File: config.mk
export PLATFORM = sky130hd
export DESIGN_NAME = issue_bus_arbiter_flat
export DESIGN_NICKNAME = d
export VERILOG_FILES = /design/src/rtl/issue_bus_arbiter_pkg.sv /design/src/rtl/issue_bus_arbiter_if.sv /design/src/rtl/issue_bus_arbiter_rr_grant_select.sv /design/src/rtl/issue_bus_arbiter.sv /design/src/flat_wrapper.sv
export SDC_FILE = /design/constraint.sdc
export NUM_CORES = 1
export LEC_CHECK = 0
export CAP_MARGIN = 20
export CORE_AREA = 2 2 367 369
export DETAILED_ROUTE_END_ITERATION = 12
export DIE_AREA = 0 0 369 371
export GPL_TIMING_DRIVEN = 0
export PLACE_DENSITY_LB_ADDON = 0.08
export SYNTH_ARGS = -nofsm -noshare
export SYNTH_HDL_FRONTEND = slang
export SYNTH_HIERARCHICAL = 1
export SYNTH_SLANG_ARGS = --single-unit
File: constraint.sdc
create_clock -name clk -period 22.1 [get_ports clk]
set_input_delay 6.63 -clock clk [delete_from_list [all_inputs] [get_ports clk]]
set_output_delay 6.63 -clock clk [all_outputs]
set_load 0.02 [all_outputs]
File: src/rtl/issue_bus_arbiter_pkg.sv
// Shared types for the multi-channel issue stage: packet layout, its cleared
// value, and the instruction enums that the execution combos and ROB decode.
package issue_bus_arbiter_pkg;

   localparam int XLEN  = 32;
   localparam int REG_W = 5;

   typedef enum logic [3:0] {
      UNKNOWN = 4'd0,
      ADD     = 4'd1,
      SUB     = 4'd2,
      LOAD    = 4'd3,
      STORE   = 4'd4,
      BEQ     = 4'd5,
      JAL     = 4'd6,
      MUL     = 4'd7
   } instr_name_e;

   typedef enum logic [2:0] {
      XX     = 3'd0,
      ALU    = 3'd1,
      MEM    = 3'd2,
      BRANCH = 3'd3,
      MULDIV = 3'd4
   } instr_type_e;

   typedef struct packed {
      logic [REG_W-1:0] rd;
      logic [REG_W-1:0] rs1;
      logic [REG_W-1:0] rs2;
   } registers_t;

   typedef logic [3:0] flag_vector_t;

   typedef struct packed {
      logic [XLEN-1:0] address;
      logic [XLEN-1:0] immediate;
      logic [XLEN-1:0] data_1;
      logic [XLEN-1:0] data_2;
      logic            valid_1;
      logic            valid_2;
      instr_name_e     instr_name;
      instr_type_e     instr_type;
      registers_t      regs;
      flag_vector_t    flags;
   } issue_pkt_t;

   localparam issue_pkt_t ISSUE_PKT_CLEAR = '{
      address:    '0,
      immediate:  '0,
      data_1:     '0,
      data_2:     '0,
      valid_1:    1'b0,
      valid_2:    1'b0,
      instr_name: UNKNOWN,
      instr_type: XX,
      regs:       '0,
      flags:      '0
   };

endpackage

File: src/rtl/issue_bus_arbiter_if.sv
// Request side (stations) and bus side (execution combos / ROB) of the issue stage.
// master: the arbiter; slave: the stations and bus consumers around it.
interface issue_bus_arbiter_if #(
   parameter int SRC_COUNT = 4,
   parameter int BUS_COUNT = 2
);
   import issue_bus_arbiter_pkg::*;

   localparam int CNT_W = $clog2(BUS_COUNT + 1);

   logic [SRC_COUNT-1:0] req_valid;
   issue_pkt_t           req_pkt [SRC_COUNT];
   logic [SRC_COUNT-1:0] req_grant;
   logic [BUS_COUNT-1:0] bus_valid;
   issue_pkt_t           bus_pkt [BUS_COUNT];
   logic [BUS_COUNT-1:0] bus_ready;
   logic [CNT_W-1:0]     issue_count;

   modport master (
      input  req_valid, req_pkt, bus_ready,
      output req_grant, bus_valid, bus_pkt, issue_count
   );

   modport slave (
      output req_valid, req_pkt, bus_ready,
      input  req_grant, bus_valid, bus_pkt, issue_count
   );

endinterface

File: src/rtl/issue_bus_arbiter_rr_grant_select.sv
// N-way priority encoder that starts its scan at ptr and wraps, returning the
// first min(limit, M) requesting indices in scan order plus a one-hot-per-winner
// grant vector. Generic so other arbiters can reuse it.
module rr_grant_select #(
   parameter int N     = 4,
   parameter int M     = 2,
   parameter int IDX_W = (N > 1) ? $clog2(N) : 1,
   parameter int CNT_W = $clog2(M + 1)
) (
   input  logic [N-1:0]     req,
   input  logic [IDX_W-1:0] ptr,
   input  logic [CNT_W-1:0] limit,
   output logic [N-1:0]     grant,
   output logic [IDX_W-1:0] sel_idx [M],
   output logic [CNT_W-1:0] sel_cnt
);

   logic [IDX_W:0]   sum;
   logic [IDX_W-1:0] pos;

   // walk requesters in rotated order and keep the winners in the order found
   always_comb begin
      sum     = '0;
      pos     = '0;
      grant   = '0;
      sel_cnt = '0;
      for (int m = 0; m < M; m++) begin
         sel_idx[m] = '0;
      end
      for (int k = 0; k < N; k++) begin
         sum = {1'b0, ptr} + (IDX_W + 1)'(k);
         if (sum >= (IDX_W + 1)'(N)) begin
            sum = sum - (IDX_W + 1)'(N);
         end
         pos = sum[IDX_W-1:0];
         if (req[pos] && (sel_cnt < limit) && (sel_cnt < CNT_W'(M))) begin
            grant[pos] = 1'b1;
            for (int m = 0; m < M; m++) begin
               if (CNT_W'(m) == sel_cnt) begin
                  sel_idx[m] = pos;
               end
            end
            sel_cnt = sel_cnt + CNT_W'(1);
         end
      end
   end

endmodule

File: src/rtl/issue_bus_arbiter.sv
// Multi-channel issue stage. Each cycle the stations that win arbitration are
// paired with free output buses (k-th winner -> k-th lowest free bus) and their
// packets are registered onto those buses for the following cycle.
module issue_bus_arbiter
   import issue_bus_arbiter_pkg::*;
#(
   parameter int SRC_COUNT = 4,
   parameter int BUS_COUNT = 2,
   parameter int RR_EN     = 1
) (
   input  logic                clk,
   input  logic                reset,
   input  logic                flush,
   issue_bus_arbiter_if.master bus
);

   localparam int PTR_W = (SRC_COUNT > 1) ? $clog2(SRC_COUNT) : 1;
   localparam int CNT_W = $clog2(BUS_COUNT + 1);

   logic                 block_issue;
   logic [SRC_COUNT-1:0] req_live;
   logic [BUS_COUNT-1:0] bus_free;
   logic [CNT_W-1:0]     free_cnt;
   logic [PTR_W-1:0]     rr_ptr;
   logic [PTR_W-1:0]     rr_ptr_nxt;
   logic [PTR_W-1:0]     scan_ptr;
   logic [SRC_COUNT-1:0] grant;
   logic [PTR_W-1:0]     sel_idx [BUS_COUNT];
   logic [CNT_W-1:0]     sel_cnt;
   logic [CNT_W-1:0]     slot;
   logic [BUS_COUNT-1:0] load;
   logic [PTR_W-1:0]     load_src [BUS_COUNT];
   logic [BUS_COUNT-1:0] bus_valid_q;
   issue_pkt_t           bus_pkt_q [BUS_COUNT];

   // a bus can accept a new packet when it is empty or its current one leaves now;
   // reset and flush suppress every request so nothing is granted or captured
   always_comb begin
      block_issue = reset | flush;
      req_live    = block_issue ? '0 : bus.req_valid;
      scan_ptr    = (RR_EN != 0) ? rr_ptr : '0;
      bus_free    = ~bus_valid_q | bus.bus_ready;
      free_cnt    = '0;
      for (int b = 0; b < BUS_COUNT; b++) begin
         free_cnt = free_cnt + CNT_W'(bus_free[b]);
      end
   end

   rr_grant_select #(
      .N     (SRC_COUNT),
      .M     (BUS_COUNT),
      .IDX_W (PTR_W),
      .CNT_W (CNT_W)
   ) u_sel (
      .req     (req_live),
      .ptr     (scan_ptr),
      .limit   (free_cnt),
      .grant   (grant),
      .sel_idx (sel_idx),
      .sel_cnt (sel_cnt)
   );

   // pair the winners, in priority order, with free buses in ascending index order
   always_comb begin
      slot = '0;
      load = '0;
      for (int b = 0; b < BUS_COUNT; b++) begin
         load_src[b] = '0;
      end
      for (int b = 0; b < BUS_COUNT; b++) begin
         if (bus_free[b]) begin
            for (int m = 0; m < BUS_COUNT; m++) begin
               if ((CNT_W'(m) == slot) && (slot < sel_cnt)) begin
                  load[b]     = 1'b1;
                  load_src[b] = sel_idx[m];
               end
            end
            slot = slot + CNT_W'(1);
         end
      end
   end

   // next scan start is just past the lowest-priority winner of this cycle
   always_comb begin
      rr_ptr_nxt = rr_ptr;
      if (RR_EN == 0) begin
         rr_ptr_nxt = '0;
      end else if (sel_cnt != '0) begin
         for (int m = 0; m < BUS_COUNT; m++) begin
            if (CNT_W'(m) == (sel_cnt - CNT_W'(1))) begin
               rr_ptr_nxt = (sel_idx[m] == PTR_W'(SRC_COUNT - 1)) ? '0 : sel_idx[m] + PTR_W'(1);
            end
         end
      end
   end

   // output bus registers and priority pointer; a full bus not taken holds its packet
   always_ff @(posedge clk) begin
      if (reset) begin
         rr_ptr <= '0;
         for (int b = 0; b < BUS_COUNT; b++) begin
            bus_valid_q[b] <= 1'b0;
            bus_pkt_q[b]   <= ISSUE_PKT_CLEAR;
         end
      end else begin
         rr_ptr <= rr_ptr_nxt;
         for (int b = 0; b < BUS_COUNT; b++) begin
            if (flush) begin
               bus_valid_q[b] <= 1'b0;
               bus_pkt_q[b]   <= ISSUE_PKT_CLEAR;
            end else if (bus_free[b]) begin
               bus_valid_q[b] <= load[b];
               bus_pkt_q[b]   <= load[b] ? bus.req_pkt[load_src[b]] : ISSUE_PKT_CLEAR;
            end
         end
      end
   end

   assign bus.req_grant   = grant;
   assign bus.issue_count = sel_cnt;
   assign bus.bus_valid   = bus_valid_q;
   assign bus.bus_pkt     = bus_pkt_q;

endmodule
File: src/flat_wrapper.sv
// flat-port wrapper written by rule: the top's interface ports become plain ports
module issue_bus_arbiter_flat import issue_bus_arbiter_pkg::*;
#(
   parameter int SRC_COUNT = 4,
   parameter int BUS_COUNT = 2,
   parameter int RR_EN     = 1
)
  (clk, reset, flush, bus_req_valid, bus_req_pkt, bus_bus_ready, bus_req_grant, bus_bus_valid, bus_bus_pkt, bus_issue_count);
  issue_bus_arbiter_if #(.SRC_COUNT(SRC_COUNT), .BUS_COUNT(BUS_COUNT)) bus_i ();
  input  logic clk;
  input  logic reset;
  input  logic flush;
  input wire logic [$bits(bus_i.req_valid)-1:0] bus_req_valid;
  input wire logic [$bits(bus_i.req_pkt)-1:0] bus_req_pkt;
  input wire logic [$bits(bus_i.bus_ready)-1:0] bus_bus_ready;
  output wire logic [$bits(bus_i.req_grant)-1:0] bus_req_grant;
  output wire logic [$bits(bus_i.bus_valid)-1:0] bus_bus_valid;
  output wire logic [$bits(bus_i.bus_pkt)-1:0] bus_bus_pkt;
  output wire logic [$bits(bus_i.issue_count)-1:0] bus_issue_count;
  assign bus_i.req_valid = bus_req_valid;
  assign bus_i.req_pkt = {>>{bus_req_pkt}};
  assign bus_i.bus_ready = bus_bus_ready;
  assign bus_req_grant = bus_i.req_grant;
  assign bus_bus_valid = bus_i.bus_valid;
  assign bus_bus_pkt = {>>{bus_i.bus_pkt}};
  assign bus_issue_count = bus_i.issue_count;
  issue_bus_arbiter #(.SRC_COUNT(SRC_COUNT), .BUS_COUNT(BUS_COUNT), .RR_EN(RR_EN)) u_core (.clk(clk), .reset(reset), .flush(flush), .bus(bus_i));
endmodule
==> reports/qor.yml <==
floorplanning:
  die_area_mm2: 0.137
  num_rows: 134
  pin_count: 953
  initial_core_util: 0.142
  core-area_mm2: 0.133
  die_x_um: 369
  dieHeight_um: 371
clocking:
  cts_tree: "built"
  cts_setup_buffers: 0
  insertion_delay_ns: 0.64
  ctsHoldBuffers: 0
  path_clk_slew_ns: 0.05
  numClockSinks: 316
  htreeDepth: 2
  numCtsBuffers: 48
  post_cts_resized: 0
  root_buffer: "clkbuf_16"
  cts_buffer_depth: 3
power_and_ir_drop:
  power_density_mw_per_mm2: 100
  internal_power_w: 0.00175
  peakVddDrop_mv: 0.0598
  total_power_w: 0.00325
  switchingPower_w: 0.00150
  power_frac_seq: 0.216
  power.share.switching: 0.462
  power_leakage_nw: 11.8
  clkPwrFrac: 0.250
  p_comb_frac: 0.534
worst_setup_path:
  end_kind: "output port"
  crit_arrival_ns: 11.51
  worst_setup_path_start_kind: "primary input"
  worst-path-buf-inv: 4
  worstSetupPathType: "primary input to output port"
  rrSetupSlack_ns: 14.49
  critical_path.cell_chain: "clkdlybuf4s50_1 > nor2b_1 > inv_1 > ha_1 > nor2b_1 > a221o_1 > and2_1 > inv_1 > ha_1 > nor2b_1 > o21ai_1 > a21oi_1 > xnor2_1 > ha_1 > a21o_1 > clkdlybuf4s50_1"
  slowest_delay_ns: 0.74
  critPathSlowestCell: "clkdlybuf4s50_1"
  required_ns: 15.47
  crit_path_max_fanout: 10
  crit_family: "buffers and inverters"
final_layout:
  finalNetCount: 4052
  layout-drive-gt1-share: 0.0810
  fin_util: 0.244
  multiInputGateArea_mm2: 0.0114
  syn2layout_area_growth_pct: 71.5
  stdcell_count: 5234
  fillers: 14800
  seq_area_mm2: 0.00633
logic_synthesis:
  yosys_warnings: 6
  synth_cell_types: 53
  synth_top_family_by_area: "compound AO/OA/AOI/OAI gates"
  synth_edf_count: 0
  synth_top_area_frac: 0.335
  synth_compound_area_frac: 0.255
  async_flop_share: 0
  netlist_area_mm2: 0.0189
  synthAdderAreaFrac: 0.00993
  synth_cells: 2396
  synth_xor_area_frac: 0.000927
  avgSynthCellArea_um2: 7.89
  synthMuxAreaShare: 0.135
  yosys_register_bits: 316
  synth_area_leaders: "dfxtp_1, nand2_1, mux2i_1, o221ai_1, o21ai_0"
  synth_area_leader_cell: "dfxtp_1"
  synthSimpleGateAreaFrac: 0.204
  ys_seq_area_frac: 0.335
  syn_nets: 3044
  synth_ff_type: "dfxtp_1"
global_route:
  grt_max_degree: 13
  globalRouteTotalUtil: 0.222
  grt_antenna_before_repair: 56
  grt_pass1_vias: 24500
  grt_pass1_wl_um: 211000
  grt_overflow: 0
timing:
  setup_tns_ns: 0
  slew_violations: 0
  period_share: 0.821
  setup_viol: 0
  finalHoldViolCount: 0
  finalCriticalPeriod_ns: 18.14
  rsz0062_at_grt: "false"
  relSlewSlack: 0.250
  fin_skew_ns: 0.0315
  tightest_slew_ns: 1.13
  max_freq_ghz: 0.0551
placement:
  io_buffers: 952
  gp_congestion: 0.838
  dp_cells: 5121
  hpwl_um: 127000
job:
  drv_cap: 0
route:
  wl_per_cell_um: 30.5
  drtAntennaViolNets: 0
  viasPerCell: 4.53
  drc: 0
  drt_iter0_drc: 1345
  first_pass_iters: 5
  dr_total_vias: 23700
  wl_um: 160000
worst_hold_path:
  hp-class: "register to register"
status:
  status: "completed"
## placed cells by master, fill, tap and decap left out, drive strengths merged, types with 3 or more instances in the layout
cell and n:
nor2 8, and3 161, a221o 21, o21ai 293
clkbuf 204, a221oi 68, o221ai 155, buf 121
mux2i 173, inv 15, a32o 91, and2 8
a21oi 10, diode 23, nand2 702, a211oi 3
nor2b 5, mux2 67, clkinv 8, ha 15
a22o 6, dfxtp 316, nor3 8, mux4 3
clkdlybuf4s50 952
## synthesized netlist by cell type (10+ instances only)
master and n:
a221o_1 21, and3_1 161, a221oi_1 68, dfxtp_1 316, o21ai_1 51, clkbuf_1 123
mux2i_1 173, a21oi_1 10, a32o_1 91, o21ai_0 240, mux2_2 66, o221ai_1 155
inv_1 11, buf_2 96, nand2_1 701, ha_1 15
## routing by layer
layer | vias to the layer above | track usage | routed length [um]
met1 | 11600 | 0.258 | 63700
met5 | - | 0 | 184
li1 | 10900 | - | -
met4 | 30 | 0.0621 | 3950
met2 | 918 | 0.394 | 79600
met3 | 206 | 0.0666 | 12100
## layout make-up
type,instances,share of cell area
Antenna cell,23,0.00178
Clock buffer,81,0.0481
Multi-Input combinational cell,1827,0.353
Timing Repair Buffer,958,0.297
Inverter,15,0.00181
Buffer,238,0.0337
Clock inverter,8,0.00158
Tap cell,1768,0.0682
Sequential cell,316,0.195
## metrics by stage
step | cell area (um2) | worst slack, ns | hold WS [ns]
5_1_grt | 32400 | 3.73 | 0.457
3_3_place_gp | 30600 | 3.94 | 0.433
3_5_place_dp | 30700 | 3.97 | 0.437
2_1_floorplan | 18900 | 5.65 | 0.505
4_1_cts | 32300 | 3.94 | 0.446
6_report | 32400 | 3.96 | 0.443
## power groups by stage
stage	clock network, W	logic, W	registers, W
floorplan	0	0.000745	0.000801
global placement	0	0.00176	0.000712
detailed placement	0	0.00176	0.000713
CTS	0.000845	0.00176	0.000702
global route	0.000864	0.00183	0.000711
finish	0.000814	0.00173	0.000702
## worst register-to-register path, delay by kind of cell (launching register included)
family                   cells  cell delay [ns]
AO/OA/AOI/OAI                6             1.37
AND/OR/NAND/NOR              4             0.96
XOR/XNOR                     1             0.23
buffers and inverters       10             3.27
multiplexers                 1             0.41
adder cells (fa/ha/maj)      3             0.85
flip-flops                   1             0.44
## registers in the layout, indices dropped and copies added, names as in the netlist
register	flops
u_core/bus.bus_pkt	312
u_core/bus.bus_valid	2
u_core/rr_ptr	2
## cell families after synthesis
kind of cell               count (synthesis)
and+or+nand+nor                          902
xor gates and xnor gates                   2
AOI/OAI and AO/OA                        665
buffers and inverters                    253
muxes                                    243
adders and majority gates                 15
DFF                                      316
## final timing paths
path                      startpoint                       to  depth (start not counted)
max                 bus_bus_ready[1]       bus_issue_count[1]                         16
min reg2reg  u_core/bus.bus_pkt[144]  u_core/bus.bus_pkt[144]                          2
max reg2reg         u_core/rr_ptr[0]  u_core/bus.bus_pkt[246]                         25
min          u_core/bus.bus_pkt[144]  u_core/bus.bus_pkt[144]                          2
Note: power is estimated with default switching activity, not from simulation.
